<file path="config.mk">
export PLATFORM = sky130hd
export DESIGN_NAME = wb_stage
export DESIGN_NICKNAME = d
export VERILOG_FILES = /design/src/rtl/wb_stage_pkg.sv /design/src/rtl/wb_stage_load_align.sv /design/src/rtl/wb_stage.sv
export SDC_FILE = /design/constraint.sdc
export NUM_CORES = 1
export LEC_CHECK = 0
export BUFFER_PORTS_ARGS = -buffer_cell sky130_fd_sc_hd__buf_2
export CAP_MARGIN = 5
export CORE_MARGIN = 10
export CORE_UTILIZATION = 50
export CTS_BUF_LIST = sky130_fd_sc_hd__clkbuf_8 sky130_fd_sc_hd__clkbuf_16
export DETAILED_ROUTE_END_ITERATION = 8
export GPL_TIMING_DRIVEN = 1
export PLACE_DENSITY = 0.87
export REMOVE_ABC_BUFFERS = 1
export SYNTH_ARGS = -nofsm -noshare
export SYNTH_HDL_FRONTEND = slang
export SYNTH_SLANG_ARGS = --single-unit
</file>
<file path="constraint.sdc">
create_clock -name clk -period 2.7 [get_ports clk]
set_input_delay 0.405 -clock clk [delete_from_list [all_inputs] [get_ports clk]]
set_output_delay 0.405 -clock clk [all_outputs]
set_load 0.03 [all_outputs]
</file>
<file path="src/rtl/wb_stage_pkg.sv">
// Shared definitions for the writeback stage: source selects, load
// encodings, FSM state type and the context captured for a pending load.
package wb_stage_pkg;

  // Writeback source select
  typedef enum logic [1:0] {
    WB_LOAD = 2'b00,
    WB_ALU  = 2'b01,
    WB_PC   = 2'b10,
    WB_IMM  = 2'b11
  } wbsel_e;

  // Load type (funct3); any other value behaves as LW
  localparam logic [2:0] F3_LB  = 3'b000;
  localparam logic [2:0] F3_LH  = 3'b001;
  localparam logic [2:0] F3_LW  = 3'b010;
  localparam logic [2:0] F3_LBU = 3'b100;
  localparam logic [2:0] F3_LHU = 3'b101;

  typedef enum logic {
    S_IDLE     = 1'b0,
    S_WAIT_MEM = 1'b1
  } wb_state_e;

  // What a pending load still needs once the memory word arrives
  typedef struct packed {
    logic [2:0] funct3;
    logic [1:0] offset;
    logic       wr_en;   // reg_wr && rd != 0, resolved at accept time
  } load_ctx_t;

endpackage

</file>
<file path="src/rtl/wb_stage_load_align.sv">
// load_align: combinational byte/half/word extraction with sign or zero
// extension, plus misalignment detection for halves and words.
module load_align
  import wb_stage_pkg::*;
#(
  parameter int DWIDTH = 32
) (
  input  logic [DWIDTH-1:0] word,
  input  logic [1:0]        offset,
  input  logic [2:0]        funct3,
  output logic [DWIDTH-1:0] data,
  output logic              misalign
);

  logic [31:0] lo;
  logic [7:0]  byte_sel;
  logic [15:0] half_sel;

  // Sub-word lanes always come from the low 32 bits of the memory word
  assign lo       = word[31:0];
  assign byte_sel = lo[{offset, 3'b000} +: 8];
  assign half_sel = lo[{offset[1], 4'b0000} +: 16];

  // Extract and extend by load type; unknown encodings fall to LW
  always_comb begin
    data     = word;
    misalign = 1'b0;
    case (funct3)
      F3_LB:  data = {{(DWIDTH-8){byte_sel[7]}}, byte_sel};
      F3_LBU: data = {{(DWIDTH-8){1'b0}}, byte_sel};
      F3_LH: begin
        data     = {{(DWIDTH-16){half_sel[15]}}, half_sel};
        misalign = offset[0];
      end
      F3_LHU: begin
        data     = {{(DWIDTH-16){1'b0}}, half_sel};
        misalign = offset[0];
      end
      default: begin
        data     = word;
        misalign = |offset;
      end
    endcase
  end

endmodule

</file>
<file path="src/rtl/wb_stage.sv">
// wb_stage: register-file writeback. Non-load sources write one cycle after
// accept; loads park in WAIT_MEM until the memory word is valid.
// Optional macro WB_FWD_EN adds fwd_valid/fwd_rd/fwd_data forwarding outputs.
module wb_stage
  import wb_stage_pkg::*;
#(
  parameter int AWIDTH = 32,
  parameter int DWIDTH = 32,
  parameter int RWIDTH = 5
) (
  input  logic              clk,
  input  logic              rst_n,
  input  logic              in_valid,
  output logic              in_ready,
  input  logic [1:0]        WBSel,
  input  logic [2:0]        funct3,
  input  logic [RWIDTH-1:0] rd,
  input  logic              reg_wr,
  input  logic [AWIDTH-1:0] alu_out,
  input  logic [AWIDTH-1:0] pc_updated,
  input  logic [DWIDTH-1:0] imm,
  input  logic [DWIDTH-1:0] DataR,
  input  logic              mem_rvalid,
  output logic              rf_we,
  output logic [RWIDTH-1:0] rf_waddr,
  output logic [DWIDTH-1:0] rf_wdata,
  output logic              misalign
`ifdef WB_FWD_EN
  ,
  output logic              fwd_valid,
  output logic [RWIDTH-1:0] fwd_rd,
  output logic [DWIDTH-1:0] fwd_data
`endif
);

  wb_state_e         state;
  load_ctx_t         ld_ctx;
  logic [RWIDTH-1:0] ld_rd;
  logic              accept;
  logic              wr_ok;
  logic [DWIDTH-1:0] src_data;
  logic [DWIDTH-1:0] al_data;
  logic              al_mis;

  assign in_ready = (state == S_IDLE);
  assign accept   = in_valid && in_ready;
  assign wr_ok    = reg_wr && (rd != '0);

  // Non-load source mux, zero-extended to the register width
  always_comb begin
    src_data = '0;
    case (WBSel)
      WB_ALU:  src_data = DWIDTH'(alu_out);
      WB_PC:   src_data = DWIDTH'(pc_updated);
      WB_IMM:  src_data = imm;
      default: src_data = '0;
    endcase
  end

  load_align #(.DWIDTH(DWIDTH)) u_align (
    .word     (DataR),
    .offset   (ld_ctx.offset),
    .funct3   (ld_ctx.funct3),
    .data     (al_data),
    .misalign (al_mis)
  );

  // Writeback FSM; write port only updates on an actual write so the
  // address/data hold their last value between writes
  always_ff @(posedge clk) begin
    if (!rst_n) begin
      state    <= S_IDLE;
      ld_ctx   <= '0;
      ld_rd    <= '0;
      rf_we    <= 1'b0;
      misalign <= 1'b0;
      rf_waddr <= '0;
      rf_wdata <= '0;
    end else begin
      rf_we    <= 1'b0;
      misalign <= 1'b0;
      case (state)
        S_IDLE: begin
          if (accept) begin
            if (WBSel == WB_LOAD) begin
              ld_ctx <= '{funct3: funct3, offset: alu_out[1:0], wr_en: wr_ok};
              ld_rd  <= rd;
              state  <= S_WAIT_MEM;
            end else if (wr_ok) begin
              rf_we    <= 1'b1;
              rf_waddr <= rd;
              rf_wdata <= src_data;
            end
          end
        end
        S_WAIT_MEM: begin
          if (mem_rvalid) begin
            state <= S_IDLE;
            if (al_mis) begin
              misalign <= 1'b1;
            end else if (ld_ctx.wr_en) begin
              rf_we    <= 1'b1;
              rf_waddr <= ld_rd;
              rf_wdata <= al_data;
            end
          end
        end
        default: state <= S_IDLE;
      endcase
    end
  end

`ifdef WB_FWD_EN
  assign fwd_valid = rf_we;
  assign fwd_rd    = rf_waddr;
  assign fwd_data  = rf_wdata;
`endif

endmodule

</file>
Yosys cells after proc, flatten, opt, wreduce, memory -nomap -nowiden. Cells that the tools add are included.

Flip-flop bits (word level): 51. Bits of input ports: 143. Output and inout port bits: 40. Logic and storage cells: 64.

Equal/unequal tests: 12. Shift-type cells: 2. Mux-type cells: 29. Bitwise logic cells: 1. Reductions and logical operators: 11.

Operators with widths (count): $mux W32 (6); $pmux W32 S4 (1); $pmux W32 S3 (1); $pmux W32 S2 (1); $shiftx A32 B6 Y16 (1); $shiftx A32 B6 Y8 (1); $mux W5 (6); $mux W1 (10); $pmux W5 S2 (1); $eq A3 B3 Y1 const B (2); $ne A2 B1 Y1 const B (3); $ne A2 B2 Y1 const B (3); $pmux W1 S2 (3); $reduce_and A3 Y1 (2); $reduce_and A6 Y1 (1); $reduce_or A2 Y1 (3); $reduce_bool A5 Y1 (1); $eq A2 B2 Y1 const B (2); $eq A3 B1 Y1 const B (1); $logic_not A3 Y1 (1); $eq A2 B1 Y1 const B (1); $logic_and A1 B1 Y1 (2); $logic_not A2 Y1 (1); $not A1 Y1 (1).

Longest topological paths before layout.
Depth after elaboration: 6. Depth in mapped cells: 6.

By module. A second synthesis with hierarchy kept.

Cell total of the unflattened synthesis: 436. Area, all modules: 3667.3 sq um.

Modules (own cells, without submodules): wb_stage (times used 1, cells an instance 314, area an instance 2964.1 sq um, sequential area each 1021.0 sq um); load_align (times used 1, cells an instance 122, area an instance 703.2 sq um, sequential area each 0.0 sq um).

Least setup slack after synthesis. Ideal clock, no wire load.

Kind: input to register. From: input port rd[4]. To: register rf_wdata[3]. Setup time: 0.122 ns. Arrival time: 1.695 ns. Required time: 2.578 ns. Slack: 0.883 ns. Stages: 5. Buffers on the path: 1. Cells stage by stage: or4_4 > o21a_4 > buf_6 > a211o_1 > o311a_1.

Cells in the longest elaborated chain, start to end: 4.

RTL lines: start, declared (line wb_stage.sv:17) `input logic [RWIDTH-1:0] rd,`; $reduce_bool A5 Y1 (line wb_stage.sv:47) `assign wr_ok = reg_wr && (rd != '0);`; $logic_and A1 B1 Y1 (line wb_stage.sv:47); $ne A2 B1 Y1 (no source line); $reduce_and A6 Y1 (no source line); end signal, assigned (line wb_stage.sv:92) `rf_wdata <= src_data;`; end signal, assigned (line wb_stage.sv:104) `rf_wdata <= al_data;`; end, declared (line wb_stage.sv:26) `output logic [DWIDTH-1:0] rf_wdata,`.

No other way between the ends. A chain may end at the register's enable or synchronous reset.

Worst setup path in the final report.
From: register state. To: output port in_ready.

Cells in the longest elaborated chain, start to end: 1.

RTL lines: start, declared (line wb_stage.sv:36) `wb_state_e state;`; start signal, assigned (line wb_stage.sv:72) `state <= S_IDLE;`; start signal, assigned (line wb_stage.sv:88) `state <= S_WAIT_MEM;`; start signal, assigned (line wb_stage.sv:98) `state <= S_IDLE;`; $not A1 Y1 (no source line); end, declared (line wb_stage.sv:14) `output logic in_ready,`.

No other way between the ends.

==> impl_metrics.tcl <==
set metrics [dict create \
    synth_area_mm2 0.00381 \
    gp_congestion 0.908 \
    clock_sinks 51 \
    worst_slack_ns 0.426 \
    crit_chain "clkinv_1 > buf_4 > buf_2" \
    reg2reg_depth 4 \
    dpl_cell_area_mm2 0.00470 \
    drc 0 \
    r2r_slack_ns 0.48 \
    slew_viol_final 0 \
    min_to "ld_ctx[3]" \
    vias_per_cell 6.58 \
    core_mm2 0.00733 \
    fmax_ghz 0.440 \
    design.portCount 183 \
    hold_path.class "in -> reg" \
    rsz0062_at_grt "false" \
    fin_worst_skew_ns 0.0116 \
    rr_startpoint "ld_ctx[1]" \
    path_clk_slew_ns 0.10 \
    die_y_um 107 \
    via_count 4432 \
    synth_seq_area_share 0.268 \
    hold_viol_final 0 \
    syn_inst 420 \
    slowest_stage "dfxtp_2" \
    globalRouteOverflowTotal 0 \
    synthFlopType "dfxtp_1" \
    switching_share 0.331 \
    crit_path_max_fanout 19 \
    drt_iter0_drc 376 \
    drt_pass1_iterations 5 \
    die_x_um 107 \
    hp-start "funct3[0]" \
    ys_ff_latch 51 \
    synth_edf_count 0 \
    wire_per_inst_um 22.0 \
    dp_hpwl_um 11300 \
    ys_types 52 \
    cts_tree "yes" \
    slowest_delay_ns 0.54 \
    first_global_vias 4717 \
    synth.yosys.warnings 0 \
    cts-root-buf "clkbuf_8" \
    avgSynthCellArea_um2 9.07 \
    period_minus_slack_ns 2.27 \
    switchingPower_mw 0.655 \
    detailedPlace.worstSlack_ns 0.185 \
    clock_power_share 0.287 \
    clockBufferDepth 2 \
    drive_gt1_frac 0.454 \
    antenna_found_initial 1 \
    p_per_area_mw_per_mm2 409 \
    track_usage 0.243 \
    combPwrFrac 0.300 \
    cts_buffers 5 \
    reg2reg_to "rf_wdata[17]" \
    clock_latency_ns 0.32 \
    leakage_nw 1.99 \
    dieArea_mm2 0.0115 \
    worstMarginPinSlew_ns 0.984 \
    cp.arrival_ns 1.87 \
    irDropWorstVdd_uv 204 \
    wirelength_um 14800 \
    critPathCaptureType "primary output" \
    crit_required_ns 2.30 \
    power_frac_seq 0.414 \
    startpoint_type "register" \
    fin_nets 715 \
    ctsHoldBuffers 0 \
    finalCritPeriodShare 0.842 \
    path_class "reg -> out" \
    drtAntennaViolNets 0 \
    io_buffers 182 \
    cts_resized 0 \
    grt_pass1_wl_um 23400 \
    post_cts_buffers 0 \
    postSynth.asyncResetShare 0 \
    final-setup-viol-count 0 \
    final_area_mm2 0.00485 \
    start_util 0.520 \
    row_count 31 \
    syn2layout_area_growth_pct 27.2 \
    drv_cap 0 \
    outcome "finished clean" \
    relSlewSlack 0.338 \
    p_int_mw 1.32 \
    h-tree-depth 2 \
    cp.buffers_inverters 3 \
    crit_family "buffers and inverters" \
    grt_max_degree 38 \
    min_path_cells 3 \
]
==> cells in the final DEF (no fill, tap or decap), drive strengths merged, types with 2 or more instances in the layout <==
master	count
o21a	2
a41o	3
a211o	5
nand2	33
a2111oi	20
buf	200
a311oi	10
and3b	4
mux2i	13
nand3	4
inv	3
o311a	5
a22oi	5
a221oi	23
a31o	4
nor3	2
clkbuf	5
o21ai	15
nor4b	2
o221ai	3
o2111ai	18
mux2	32
nand3b	3
a211oi	29
nand2b	4
nor2b	12
a21oi	15
o41ai	17
a22o	3
nor2	9
nor4	7
dfxtp	51
diode	2
clkinv	2
==> cell type report <==
class | instances | area, um2
flip-flops and latches | 51 | 1020
clock buffers | 5 | 68.8
well taps | 99 | 124
multi-input cells | 310 | 2500
diodes | 2 | 5.00
inverters | 4 | 15.0
clock inverters | 3 | 46.3
fillers | 641 | 2480
repair buffers | 200 | 1070
==> cells by family after synthesis <==
family | Yosys count | share of synthesized area
multiplexers | 46 | 0.135
flip-flops | 51 | 0.268
AND/OR/NAND/NOR | 83 | 0.123
AO/OA/AOI/OAI | 181 | 0.398
buffers and inverters | 59 | 0.0771
==> power by group through the flow <==
stage               combinational [mW]  clock [mW]  sequential [mW]
floorplan                        0.248           0            0.906
global placement                 0.566           0            0.832
detailed placement               0.580           0            0.835
CTS                              0.582       0.570            0.818
global route                     0.640       0.599            0.824
finish                           0.593       0.568            0.819
==> cell usage after synthesis, types with 2 or more instances <==
cell,n,share of area
buf_6,6,0.018
buf_1,3,0.0030
o21ai_4,2,0.0085
o311a_1,5,0.013
o41ai_2,4,0.017
a211oi_1,29,0.057
a22o_1,3,0.0069
o41ai_1,13,0.030
nand3_1,4,0.0053
a21oi_1,14,0.018
nor4b_4,2,0.012
clkinv_1,2,0.0020
a221oi_1,23,0.053
nor2b_1,12,0.020
nand3b_1,3,0.0059
mux2_2,32,0.095
inv_1,2,0.0020
nand2b_1,4,0.0066
o221ai_1,3,0.0069
a22oi_1,5,0.0099
o2111ai_1,17,0.039
clkbuf_2,2,0.0026
buf_2,17,0.022
dfxtp_1,51,0.27
mux2i_1,13,0.034
a41o_1,3,0.0079
a311oi_1,10,0.023
a31o_2,4,0.0092
and3b_1,4,0.0092
a211o_1,5,0.011
nor4_1,6,0.0099
nor2_1,9,0.0089
clkbuf_1,26,0.026
a2111oi_0,20,0.046
nor3_1,2,0.0026
o21ai_0,12,0.016
nand2_1,33,0.033
==> worst max path at each step <==
stage,start,endpoint,slack (ns),cells after the start
after floorplan,state,rf_wdata[10],-0.43,4
after global placement,WBSel[1],rf_wdata[9],0.31,5
after detailed placement,WBSel[1],rf_wdata[11],0.19,5
after CTS,state,in_ready,0.48,3
after global routing,ld_ctx[2],rf_wdata[17],0.22,4
final,state,in_ready,0.43,3
==> per-stage QoR <==
stage	utilization	TNS [ns]	cells	power [mW]	hold slack, ns
detailed placement	0.641	0	663	1.42	0.454
finish	0.661	0	674	1.98	0.321
floorplan	-	-7.57	365	1.15	0.436
CTS	0.657	0	671	1.97	0.320
global route	0.661	0	673	2.06	0.323
global placement	0.641	0	663	1.40	0.441
==> per-layer routing <==
| metal | GRT usage | part of all wire | vias to the layer above |
|---|---|---|---|
| met5 | 0 | 0 | - |
| met4 | 0.117 | 0.042 | 0 |
| met3 | 0.0731 | 0.11 | 53 |
| met2 | 0.397 | 0.47 | 290 |
| met1 | 0.283 | 0.38 | 2056 |
| li1 | - | - | 2033 |
==> flip-flops by register name, indices dropped and copies added, names as in the netlist <==
signal / count
ld_ctx: 6
ld_rd: 5
misalign: 1
rf_waddr: 5
rf_wdata: 32
rf_we: 1
state: 1
==> worst reg2reg max path, cell delays in order (launching register included) <==
cell,delay (ns)
dfxtp_1,0.53
nor2_1,0.13
nor4_2,0.82
a2111oi_0,0.22
o41ai_1,0.41
Note: power is estimated with default switching activity, not from simulation.
